`src/rtl/anc_pkg.sv`:
```
// Shared definitions for the ANC sample scheduler.
//   state_e      : scheduler states
//   Q15_MAX/MIN  : q1.15 saturation limits
//   WAIT_MAX_DEF : default number of WAIT cycles before a pass is declared lost
//   sat16()      : clamp a 17-bit signed value into q1.15
package anc_pkg;

  typedef enum logic [2:0] {
    StIdle,
    StLoad,
    StGo,
    StWait,
    StScan
  } state_e;

  localparam logic [15:0] Q15_MAX = 16'sh7FFF;
  localparam logic [15:0] Q15_MIN = 16'sh8000;

  localparam int unsigned WAIT_MAX_DEF = 320;

  // In range iff the two top bits agree; otherwise clamp toward the sign.
  function automatic logic [15:0] sat16(input logic [16:0] v);
    if (v[16] != v[15]) begin
      return v[16] ? Q15_MIN : Q15_MAX;
    end
    return v[15:0];
  endfunction

endpackage

```
`src/rtl/bw_mult.sv`:
```
// Baugh-Wooley signed multiplier, purely combinational.
//   a_i, b_i : W-bit two's-complement operands
//   p_o      : 2W-bit two's-complement product
module bw_mult #(
  parameter int unsigned W = 16
) (
  input  logic [W-1:0]   a_i,
  input  logic [W-1:0]   b_i,
  output logic [2*W-1:0] p_o
);

  localparam int unsigned PW = 2 * W;

  logic [PW-1:0] acc;
  logic          pp;

  always_comb begin
    acc = '0;
    pp  = 1'b0;
    for (int i = 0; i < W; i++) begin
      for (int j = 0; j < W; j++) begin
        pp = a_i[i] & b_i[j];
        // Partial products that mix exactly one sign bit enter inverted.
        if ((i == W - 1) != (j == W - 1)) begin
          pp = ~pp;
        end
        acc = acc + (PW'(pp) << (i + j));
      end
    end
    // Constant correction for the inverted rows.
    acc = acc + (PW'(1) << W) + (PW'(1) << (PW - 1));
  end

  assign p_o = acc;

endmodule

```
`src/rtl/saturate.sv`:
```
// Signed width reduction with saturation.
//   d_i : IN_W-bit two's-complement input
//   q_o : OUT_W-bit result, clamped to the most positive/negative value on overflow
module saturate #(
  parameter int unsigned IN_W  = 17,
  parameter int unsigned OUT_W = 16
) (
  input  logic [IN_W-1:0]  d_i,
  output logic [OUT_W-1:0] q_o
);

  // Bits from the output sign position upward must all match to be in range.
  logic [IN_W-OUT_W:0] top;
  assign top = d_i[IN_W-1:OUT_W-1];

  always_comb begin
    if (top == '0 || top == '1) begin
      q_o = d_i[OUT_W-1:0];
    end else if (d_i[IN_W-1]) begin
      q_o = {1'b1, {(OUT_W - 1){1'b0}}};
    end else begin
      q_o = {1'b0, {(OUT_W - 1){1'b1}}};
    end
  end

endmodule

```
`src/rtl/anc_sched.sv`:
```
// Sample-rate scheduler for the adaptive FIR engine.
// Takes one reference/error pair per frame, computes the LMS step mu*err, launches one FIR
// pass, waits for done (bounded by WAIT_MAX) and publishes the anti-noise sample. Also
// grants the engine's scan port when idle.
//   sample_valid, ref_sample, err_sample, mu, adapt_en, a_bias : frame inputs
//   scan_req / scan_grant                                      : scan arbitration
//   fir_x, fir_a, fir_wadj, fir_go, fir_scan_en                : engine controls
//   fir_done, fir_out                                          : engine results
//   y_out, y_valid                                             : published sample + strobe
//   busy, overrun_cnt, timeout_err                             : status
module anc_sched
  import anc_pkg::*;
#(
  parameter int unsigned WAIT_MAX = WAIT_MAX_DEF,
  parameter int unsigned CNT_W    = 8
) (
  input  logic             clk,
  input  logic             rst_n,
  input  logic             sample_valid,
  input  logic [15:0]      ref_sample,
  input  logic [15:0]      err_sample,
  input  logic [15:0]      mu,
  input  logic             adapt_en,
  input  logic [15:0]      a_bias,
  input  logic             scan_req,
  output logic             scan_grant,
  output logic [15:0]      fir_x,
  output logic [15:0]      fir_a,
  output logic [15:0]      fir_wadj,
  output logic             fir_go,
  output logic             fir_scan_en,
  input  logic             fir_done,
  input  logic [15:0]      fir_out,
  output logic [15:0]      y_out,
  output logic             y_valid,
  output logic             busy,
  output logic [CNT_W-1:0] overrun_cnt,
  output logic             timeout_err
);

  localparam int unsigned TmrW = (WAIT_MAX > 1) ? $clog2(WAIT_MAX) : 1;
  localparam logic [TmrW-1:0] TmrLast = TmrW'(WAIT_MAX - 1);

  state_e state_q, state_d;

  logic [15:0]      ref_q, ref_d;
  logic [15:0]      err_q, err_d;
  logic [15:0]      mu_q, mu_d;
  logic [15:0]      bias_q, bias_d;
  logic             adapt_q, adapt_d;
  logic [TmrW-1:0]  tmr_q, tmr_d;
  logic [15:0]      fir_x_q, fir_x_d;
  logic [15:0]      fir_a_q, fir_a_d;
  logic [15:0]      fir_wadj_q, fir_wadj_d;
  logic             fir_go_q, fir_go_d;
  logic             scan_q, scan_d;
  logic [15:0]      y_q, y_d;
  logic             y_valid_q, y_valid_d;
  logic             busy_q, busy_d;
  logic [CNT_W-1:0] ovr_q, ovr_d;
  logic             terr_q, terr_d;

  // mu*err in q2.30; bits [31:15] are the truncated q1.15 result plus one guard bit.
  logic [31:0] prod;
  logic [15:0] wadj_sat;
  logic        unused_prod_lsb;

  bw_mult #(
    .W(16)
  ) u_mult (
    .a_i(mu_q),
    .b_i(err_q),
    .p_o(prod)
  );

  saturate #(
    .IN_W (17),
    .OUT_W(16)
  ) u_sat (
    .d_i(prod[31:15]),
    .q_o(wadj_sat)
  );

  assign unused_prod_lsb = ^prod[14:0];

  always_comb begin
    state_d    = state_q;
    ref_d      = ref_q;
    err_d      = err_q;
    mu_d       = mu_q;
    bias_d     = bias_q;
    adapt_d    = adapt_q;
    tmr_d      = tmr_q;
    fir_x_d    = fir_x_q;
    fir_a_d    = fir_a_q;
    fir_wadj_d = fir_wadj_q;
    y_d        = y_q;
    y_valid_d  = 1'b0;
    ovr_d      = ovr_q;
    terr_d     = terr_q;

    // A frame arriving while any pass or scan is in progress is dropped.
    if (sample_valid && (state_q != StIdle) && (ovr_q != '1)) begin
      ovr_d = ovr_q + 1'b1;
    end

    unique case (state_q)
      StIdle: begin
        if (sample_valid) begin
          ref_d   = ref_sample;
          err_d   = err_sample;
          mu_d    = mu;
          bias_d  = a_bias;
          adapt_d = adapt_en;
          state_d = StLoad;
        end else if (scan_req) begin
          state_d = StScan;
        end
      end
      StLoad: begin
        fir_x_d    = ref_q;
        fir_a_d    = bias_q;
        fir_wadj_d = adapt_q ? wadj_sat : 16'h0000;
        state_d    = StGo;
      end
      StGo: begin
        tmr_d   = '0;
        state_d = StWait;
      end
      StWait: begin
        // Done wins over an expiring timer in the same cycle.
        if (fir_done) begin
          y_d       = fir_out;
          y_valid_d = 1'b1;
          state_d   = StIdle;
        end else if (tmr_q == TmrLast) begin
          terr_d  = 1'b1;
          state_d = StIdle;
        end else begin
          tmr_d = tmr_q + 1'b1;
        end
      end
      StScan: begin
        if (!scan_req) begin
          state_d = StIdle;
        end
      end
      default: state_d = StIdle;
    endcase

    // Registered decodes of the next state so they align with the state itself.
    fir_go_d = (state_d == StGo);
    scan_d   = (state_d == StScan);
    busy_d   = (state_d != StIdle);
  end

  always_ff @(posedge clk or negedge rst_n) begin
    if (!rst_n) begin
      state_q    <= StIdle;
      ref_q      <= '0;
      err_q      <= '0;
      mu_q       <= '0;
      bias_q     <= '0;
      adapt_q    <= 1'b0;
      tmr_q      <= '0;
      fir_x_q    <= '0;
      fir_a_q    <= '0;
      fir_wadj_q <= '0;
      fir_go_q   <= 1'b0;
      scan_q     <= 1'b0;
      y_q        <= '0;
      y_valid_q  <= 1'b0;
      busy_q     <= 1'b0;
      ovr_q      <= '0;
      terr_q     <= 1'b0;
    end else begin
      state_q    <= state_d;
      ref_q      <= ref_d;
      err_q      <= err_d;
      mu_q       <= mu_d;
      bias_q     <= bias_d;
      adapt_q    <= adapt_d;
      tmr_q      <= tmr_d;
      fir_x_q    <= fir_x_d;
      fir_a_q    <= fir_a_d;
      fir_wadj_q <= fir_wadj_d;
      fir_go_q   <= fir_go_d;
      scan_q     <= scan_d;
      y_q        <= y_d;
      y_valid_q  <= y_valid_d;
      busy_q     <= busy_d;
      ovr_q      <= ovr_d;
      terr_q     <= terr_d;
    end
  end

  assign fir_x       = fir_x_q;
  assign fir_a       = fir_a_q;
  assign fir_wadj    = fir_wadj_q;
  assign fir_go      = fir_go_q;
  assign fir_scan_en = scan_q;
  assign scan_grant  = scan_q;
  assign y_out       = y_q;
  assign y_valid     = y_valid_q;
  assign busy        = busy_q;
  assign overrun_cnt = ovr_q;
  assign timeout_err = terr_q;

endmodule

```
`config.mk`:
```
export PLATFORM = sky130hd
export DESIGN_NAME = anc_sched
export DESIGN_NICKNAME = d
export VERILOG_FILES = /design/src/rtl/anc_pkg.sv /design/src/rtl/bw_mult.sv /design/src/rtl/saturate.sv /design/src/rtl/anc_sched.sv
export SDC_FILE = /design/constraint.sdc
export NUM_CORES = 1
export LEC_CHECK = 0
export CORE_MARGIN = 5
export CORE_UTILIZATION = 45
export CTS_CLUSTER_DIAMETER = 200
export DETAILED_ROUTE_END_ITERATION = 10
export GPL_ROUTABILITY_DRIVEN = 0
export PLACE_DENSITY = 0.66
export SYNTH_ARGS = -nofsm -noshare
export SYNTH_HDL_FRONTEND = slang
export SYNTH_SLANG_ARGS = --single-unit
```
`constraint.sdc`:
```
create_clock -name clk -period 8.3 [get_ports clk]
set_input_delay 1.245 -clock clk [delete_from_list [all_inputs] [get_ports clk]]
set_output_delay 1.245 -clock clk [all_outputs]
set_load 0.01 [all_outputs]
```
After elaboration in Yosys (flattened, before gate mapping)
Index checks and enable logic that the tools add are counted.
{"block": "op_classes", "n_addsub": 259, "eq_ne": 11, "mux": 14, "n_bitwise": 287, "reduce_logical": 12}
{"cell": "adder 32 x 16 -> 32 bit", "n": 16}
{"cell": "adder 32 x 15 -> 32 bit", "n": 15}
{"cell": "adder 32 x 17 -> 32 bit", "n": 15}
{"cell": "adder 32 x 14 -> 32 bit", "n": 14}
{"cell": "adder 32 x 18 -> 32 bit", "n": 14}
{"cell": "adder 32 x 13 -> 32 bit", "n": 13}
{"cell": "adder 32 x 19 -> 32 bit", "n": 13}
{"cell": "adder 32 x 12 -> 32 bit", "n": 12}
{"cell": "adder 32 x 20 -> 32 bit", "n": 12}
{"cell": "adder 32 x 11 -> 32 bit", "n": 11}
{"cell": "adder 32 x 21 -> 32 bit", "n": 11}
{"cell": "adder 32 x 10 -> 32 bit", "n": 10}
{"cell": "adder 32 x 22 -> 32 bit", "n": 10}
{"cell": "adder 32 x 23 -> 32 bit", "n": 9}
{"cell": "adder 32 x 9 -> 32 bit", "n": 9}
{"cell": "adder 32 x 24 -> 32 bit", "n": 8}
{"cell": "adder 32 x 8 -> 32 bit", "n": 8}
{"cell": "AND 1 bit", "n": 256}
{"cell": "adder 32 x 25 -> 32 bit", "n": 7}
{"cell": "adder 32 x 7 -> 32 bit", "n": 7}
{"cell": "adder 32 x 26 -> 32 bit", "n": 6}
{"cell": "adder 32 x 6 -> 32 bit", "n": 6}
{"cell": "adder 32 x 27 -> 32 bit", "n": 5}
{"cell": "adder 32 x 5 -> 32 bit", "n": 5}
{"cell": "34 further kinds", "n": 91}
{"block": "word_totals", "ff_bits": 154, "in_bits": 86, "out_inout_bits": 78, "word_cells": 600}

Depth between registers and ports, before layout
{"block": "depth", "ltp_word": 262, "ltp_mapped": 25, "mapped_depth_nobuf": 22}

Hierarchy
A second synthesis with hierarchy kept.
{"block": "unflattened", "hier_cells": 1386, "area_unflattened_um2": 14416.3}
{"mod": "bw_mult", "instances": 1, "cells_per_inst": 933, "area_per_inst_um2": 8236.6, "seq_area_each_um2": 0.0}
{"mod": "anc_sched", "instances": 1, "cells_per_inst": 415, "area_per_inst_um2": 5964.5, "seq_area_each_um2": 3853.7}
{"mod": "saturate", "instances": 1, "cells_per_inst": 38, "area_per_inst_um2": 215.2, "seq_area_each_um2": 0.0}

Least setup slack after synthesis
Ideal clock, no wire load.
{"block": "synth_timing", "path_type": "flip-flop to flip-flop", "startpoint": "register err_q[6]", "endpoint": "register fir_wadj_q[5] (netlist: fir_wadj[5])", "t_arrival_ns": 5.998, "setup_slack_ns": 2.176, "stages_incl_launch_ff": 24, "path_buffers": 2, "synth_period_minus_slack_ns": 6.124, "cell_sequence": "dfrtp_1 clkbuf_1 nand2_1 fa_1 inv_1 fa_1 inv_1 fa_1 inv_1 fa_1 fa_1 inv_1 fa_1 inv_1 ha_1 a211o_1 o21ai_1 a21oi_1 o21bai_1 o211ai_2 xnor2_1 o21ai_2 buf_6 a221o_1"}
{"block": "synth_via", "elab_chain_len": 257, "word_cells_on_any_way": 275, "classes_between": "add/sub: 252; eq/ne: 1; mux: 3; bitwise: 17; reduce/logical: 2"}
{"element": "start, declared", "line_no": "anc_sched.sv:47", "source": "logic [15:0] err_q, err_d;"}
{"element": "start signal, assigned", "line_no": "anc_sched.sv:179", "source": "err_q <= err_d;"}
{"element": "AND 1 bit", "line_no": "bw_mult.sv:22", "source": "pp = a_i[i] & b_i[j];"}
{"element": "adder 32 x 7 -> 32 bit", "line_no": "bw_mult.sv:27", "source": "acc = acc + (PW'(pp) << (i + j));"}
{"element": "adder 32 x 8 -> 32 bit", "line_no": "bw_mult.sv:27"}
{"element": "adder 32 x 9 -> 32 bit", "line_no": "bw_mult.sv:27"}
{"element": "adder 32 x 10 -> 32 bit", "line_no": "bw_mult.sv:27"}
{"element": "adder 32 x 11 -> 32 bit", "line_no": "bw_mult.sv:27"}
{"element": "adder 32 x 12 -> 32 bit", "line_no": "bw_mult.sv:27"}
{"element": "adder 32 x 13 -> 32 bit", "line_no": "bw_mult.sv:27"}
{"element": "[... 241 more ...]"}
{"element": "adder 32 x 30 -> 32 bit *", "line_no": "bw_mult.sv:27"}
{"element": "adder 32 x 31 -> 32 bit *", "line_no": "bw_mult.sv:27"}
{"element": "adder 32 x 17 -> 32 bit *", "line_no": "bw_mult.sv:31", "source": "acc = acc + (PW'(1) << W) + (PW'(1) << (PW - 1));"}
{"element": "adder 32 bit *", "line_no": "bw_mult.sv:31"}
{"element": "equality test 2 bit or logical NOT 2 bit (tied branches)", "line_no": "saturate.sv:17", "source": "if (top == '0 || top == '1) begin"}
{"element": "logical OR 1 bit", "line_no": "saturate.sv:17"}
{"element": "two-way mux 16 bit *", "line_no": "saturate.sv:17"}
{"element": "two-way mux 16 bit *", "line_no": "anc_sched.sv:123", "source": "fir_wadj_d = adapt_q ? wadj_sat : 16'h0000;"}
{"element": "end signal, assigned", "line_no": "anc_sched.sv:186", "source": "fir_wadj_q <= fir_wadj_d;"}
{"element": "end, declared", "line_no": "anc_sched.sv:54", "source": "logic [15:0] fir_wadj_q, fir_wadj_d;"}
Every way passes the cells marked *; elsewhere a longest branch is shown, timed or not.
A chain may end at the register's enable or synchronous reset.

Worst setup path in the final report
{"block": "layout_timing", "startpoint": "register err_q[11]", "endpoint": "register fir_wadj_q[11] (netlist: fir_wadj[11])"}
{"block": "layout_via", "elab_chain_len": 252, "word_cells_on_any_way": 270, "classes_between": "add/sub: 247; eq/ne: 1; mux: 3; bitwise: 17; reduce/logical: 2"}
{"element": "AND 1 bit", "line_no": "bw_mult.sv:22"}
{"element": "adder 32 x 12 -> 32 bit", "line_no": "bw_mult.sv:27"}
{"element": "adder 32 x 13 -> 32 bit", "line_no": "bw_mult.sv:27"}
{"element": "adder 32 x 14 -> 32 bit", "line_no": "bw_mult.sv:27"}
{"element": "adder 32 x 15 -> 32 bit", "line_no": "bw_mult.sv:27"}
{"element": "adder 32 x 16 -> 32 bit", "line_no": "bw_mult.sv:27"}
{"element": "adder 32 x 2 -> 32 bit", "line_no": "bw_mult.sv:27"}
{"element": "adder 32 x 3 -> 32 bit", "line_no": "bw_mult.sv:27"}
{"element": "[... 236 more ...]"}
{"element": "adder 32 x 30 -> 32 bit *", "line_no": "bw_mult.sv:27"}
{"element": "adder 32 x 31 -> 32 bit *", "line_no": "bw_mult.sv:27"}
{"element": "adder 32 x 17 -> 32 bit *", "line_no": "bw_mult.sv:31"}
{"element": "adder 32 bit *", "line_no": "bw_mult.sv:31"}
{"element": "equality test 2 bit or logical NOT 2 bit (tied branches)", "line_no": "saturate.sv:17"}
{"element": "logical OR 1 bit", "line_no": "saturate.sv:17"}
{"element": "two-way mux 16 bit *", "line_no": "saturate.sv:17"}
{"element": "two-way mux 16 bit *", "line_no": "anc_sched.sv:123"}
Marked as above.

==> results_dict.tcl <==
set metrics [dict create \
    outcome "finished clean" \
    antenna_found_initial 1 \
    setup_ws_ns 1.621 \
    io_buffer_count 163 \
    post-route-min-period_ns 6.679 \
    fp.dieH_microns 185.4 \
    drive_above_1_share_pct 7.632 \
    synth.cell_area_sq_um 13840 \
    cts_resized 0 \
    ys.flop_type "dfrtp_1" \
    synth_top_family_by_area "adder cells" \
    first_pass_iters 4 \
    dpl.hpwl_microns 24490 \
    start_util_pct 45.37 \
    rsz0062_at_grt "no" \
    synth-seq-area-share_pct 27.84 \
    critPathArrivalTime_ns 6.99 \
    final_hold_viol_count 0 \
    dpl-instance-area_sq_um 15780 \
    wl_per_cell_microns 17.01 \
    pre_cts_slack_ns 1.675 \
    endpoint_kind "flip-flop" \
    std_cell_rows 64 \
    syn_inst 1378 \
    synthAdderAreaFrac_pct 36.62 \
    whs_path_depth 1 \
    synthMuxAreaShare_pct 5.441 \
    skew_ns 0.006524 \
    synth_area_leaders "fa_1, dfrtp_1, nand2_1, ha_1, mux2_2" \
    grt_pass1_vias 10600 \
    insertion_delay_ns 0.43 \
    slowest_stage "dfrtp_1" \
    die_w_microns 185.4 \
    fmax_ghz 0.1497 \
    path_class "reg -> reg" \
    drv_cap 0 \
    postCtsHoldBufs 0 \
    synth-xor-area-share_pct 2.088 \
    dieArea_sq_um 34370 \
    worst_slew_pin_slew_ns 1.140 \
    io_pins 164 \
    cts_buffers 17 \
    path_common_cell "fa_1" \
    routed_wl_microns 32620 \
    synthDominantCellAreaShare_pct 28.49 \
    cts_setup_buffers 0 \
    finalSetupViolations 0 \
    cp_max_fo 17 \
    ys.warnings.count 0 \
    via_per_inst 5.091 \
    hp-start "timeout_err" \
    finalCritPeriodShare_pct 80.47 \
    drc 0 \
    yosys.area.top_type "fa_1" \
    grt_max_degree 88 \
    fin_tns_setup_ns 0 \
    fin_nets 1880 \
    cts-htree-levels 4 \
    crit_start "err_q[11]" \
    areaGrowthSynthToFinish_pct 18.08 \
    min_path_type "reg -> reg" \
    cpPeakStageDelay_ns 0.79 \
    fin_area_sq_um 16350 \
    cts_root_buf "clkbuf_16" \
    synth-simple-area-share_pct 16.79 \
    cp_cell_sequence "nand2_1 -> fa_1 -> inv_1 -> fa_1 -> fa_1 -> fa_1 -> fa_1 -> inv_1 -> fa_1 -> inv_1 -> ha_1 -> nand4_1 -> or2_1 -> a211oi_1 -> nor3_2 -> o21bai_1 -> a21oi_1 -> xnor2_1 -> a221o_1" \
    slew_viol_final 0 \
    worstPathRequired_ns 8.61 \
    cp-start-kind "flip-flop" \
    grt_overflow 0 \
    ant_nets 0 \
    grt_pass1_wl_microns 54530 \
    synth_nets 1751 \
    cts_buffer_depth 2 \
    synth_seq_cells 154 \
    synthArstFlopShare_pct 100.0 \
    relSlewSlack_pct 24.02 \
    vias 9760 \
    cts_tree "yes" \
    clkTransAtPathRegs_ns 0.07 \
    timing.rr.start "err_q[11]" \
    avgSynthCellArea_sq_um 10.05 \
    cts_sinks 154 \
    synth_compound_area_share_pct 4.149 \
    synth_cell_type_count 55 \
    grt_usage_pct 19.92 \
    core_area_sq_um 30510 \
    drtIter0Drc 435 \
    synth_edf_count 0 \
    r2r_cells 19 \
]
cell usage in the layout, fill, tap and decap left out, drive strengths merged, types with 11 or more instances in the layout:
master         Yosys  final
fa               197    197
nand3             11     11
nor2              24     24
clkdlybuf4s50      0    162
clkbuf            47     18
ha                90     90
o21ai             17     17
dfrtp            154    154
nand2            304    304
inv              198    205
xnor2             23     23
and2             118    118
mux2              66     66
a221o             15     15
metrics by stage:
stage               utilization (%)  hold slack (ns)  std cells
finish                        53.58           0.4584       1917
global route                  53.57           0.4857       1916
CTS                           53.57           0.4663       1916
detailed placement            51.71           0.4490       1884
global placement              51.71           0.4434       1884
floorplan                         -           0.4348       1378
registers in the layout, indices dropped and copies added, names as in the netlist:
register     cells
bias_q          16
y_out           16
timeout_err      1
fir_scan_en      1
fir_x           16
fir_go           1
tmr_q            9
fir_a           16
busy             1
adapt_q          1
overrun_cnt      8
y_valid          1
ref_q           16
fir_wadj        16
state_q          3
err_q           16
mu_q            16
layout make-up:
cell class | instances | area (sq um)
timing repair buffer | 167 | 1663
tap | 396 | 495.5
antenna | 1 | 2.502
clock buffer | 18 | 439.2
sequential | 154 | 3854
inverter | 199 | 747.0
multi-input combinational | 968 | 9016
clock inverter | 14 | 128.9
fill | 2767 | 14160
cell usage after synthesis, types with 2 or more instances:
cell type / n
a21o_1: 8
inv_1: 197
buf_1: 3
or2_2: 2
a21oi_1: 10
nand4_1: 6
o21bai_1: 3
or3_1: 5
xor2_1: 10
clkbuf_1: 47
and2_1: 118
o21a_1: 3
mux2_2: 66
ha_1: 90
xnor2_1: 23
a211oi_1: 5
and4_1: 2
o21ai_0: 11
o21ai_1: 4
and3_1: 7
nor3_2: 2
nand2_1: 304
nor3_1: 8
nand2b_1: 4
o21ai_2: 2
fa_1: 197
nor3b_1: 2
nand3_1: 11
dfrtp_1: 154
o211ai_1: 3
a31oi_1: 7
buf_2: 5
nor2_1: 23
a221o_1: 15
worst paths after layout:
path | to | slack [ns]
setup / recovery | fir_wadj[11] | 1.62
hold / removal | timeout_err | 0.46
setup reg to reg | fir_wadj[11] | 1.62
hold reg to reg | timeout_err | 0.46
max in group asynchronous | err_q[7] | 6.03
min in group asynchronous | fir_a[8] | 0.86
layer usage:
layer,part of all wire (%),GRT usage (%)
met3,6.8,6.127
met2,48,32.43
met5,0,0
met1,43,25.91
met4,2.2,5.666
critical path, delay by kind of cell, from the launching register on:
family | cells | cell delay [ns]
adder cells (fa/ha/maj) | 7 | 3.57
AO/OA/AOI/OAI | 4 | 1.12
AND/OR/NAND/NOR | 4 | 0.80
flip-flops | 1 | 0.79
buffers and inverters | 3 | 0.14
XOR/XNOR | 1 | 0.14
cells by family after synthesis:
logic type,after synthesis
AO/OA/AOI/OAI,79
XOR/XNOR,33
adder cells (fa/ha/maj),287
buffers and inverters,256
flip-flops,154
multiplexers,67
AND/OR/NAND/NOR,502
Power is not shown: default switching activity piles up to over one toggle a cycle in this logic, so the estimate is an artifact.
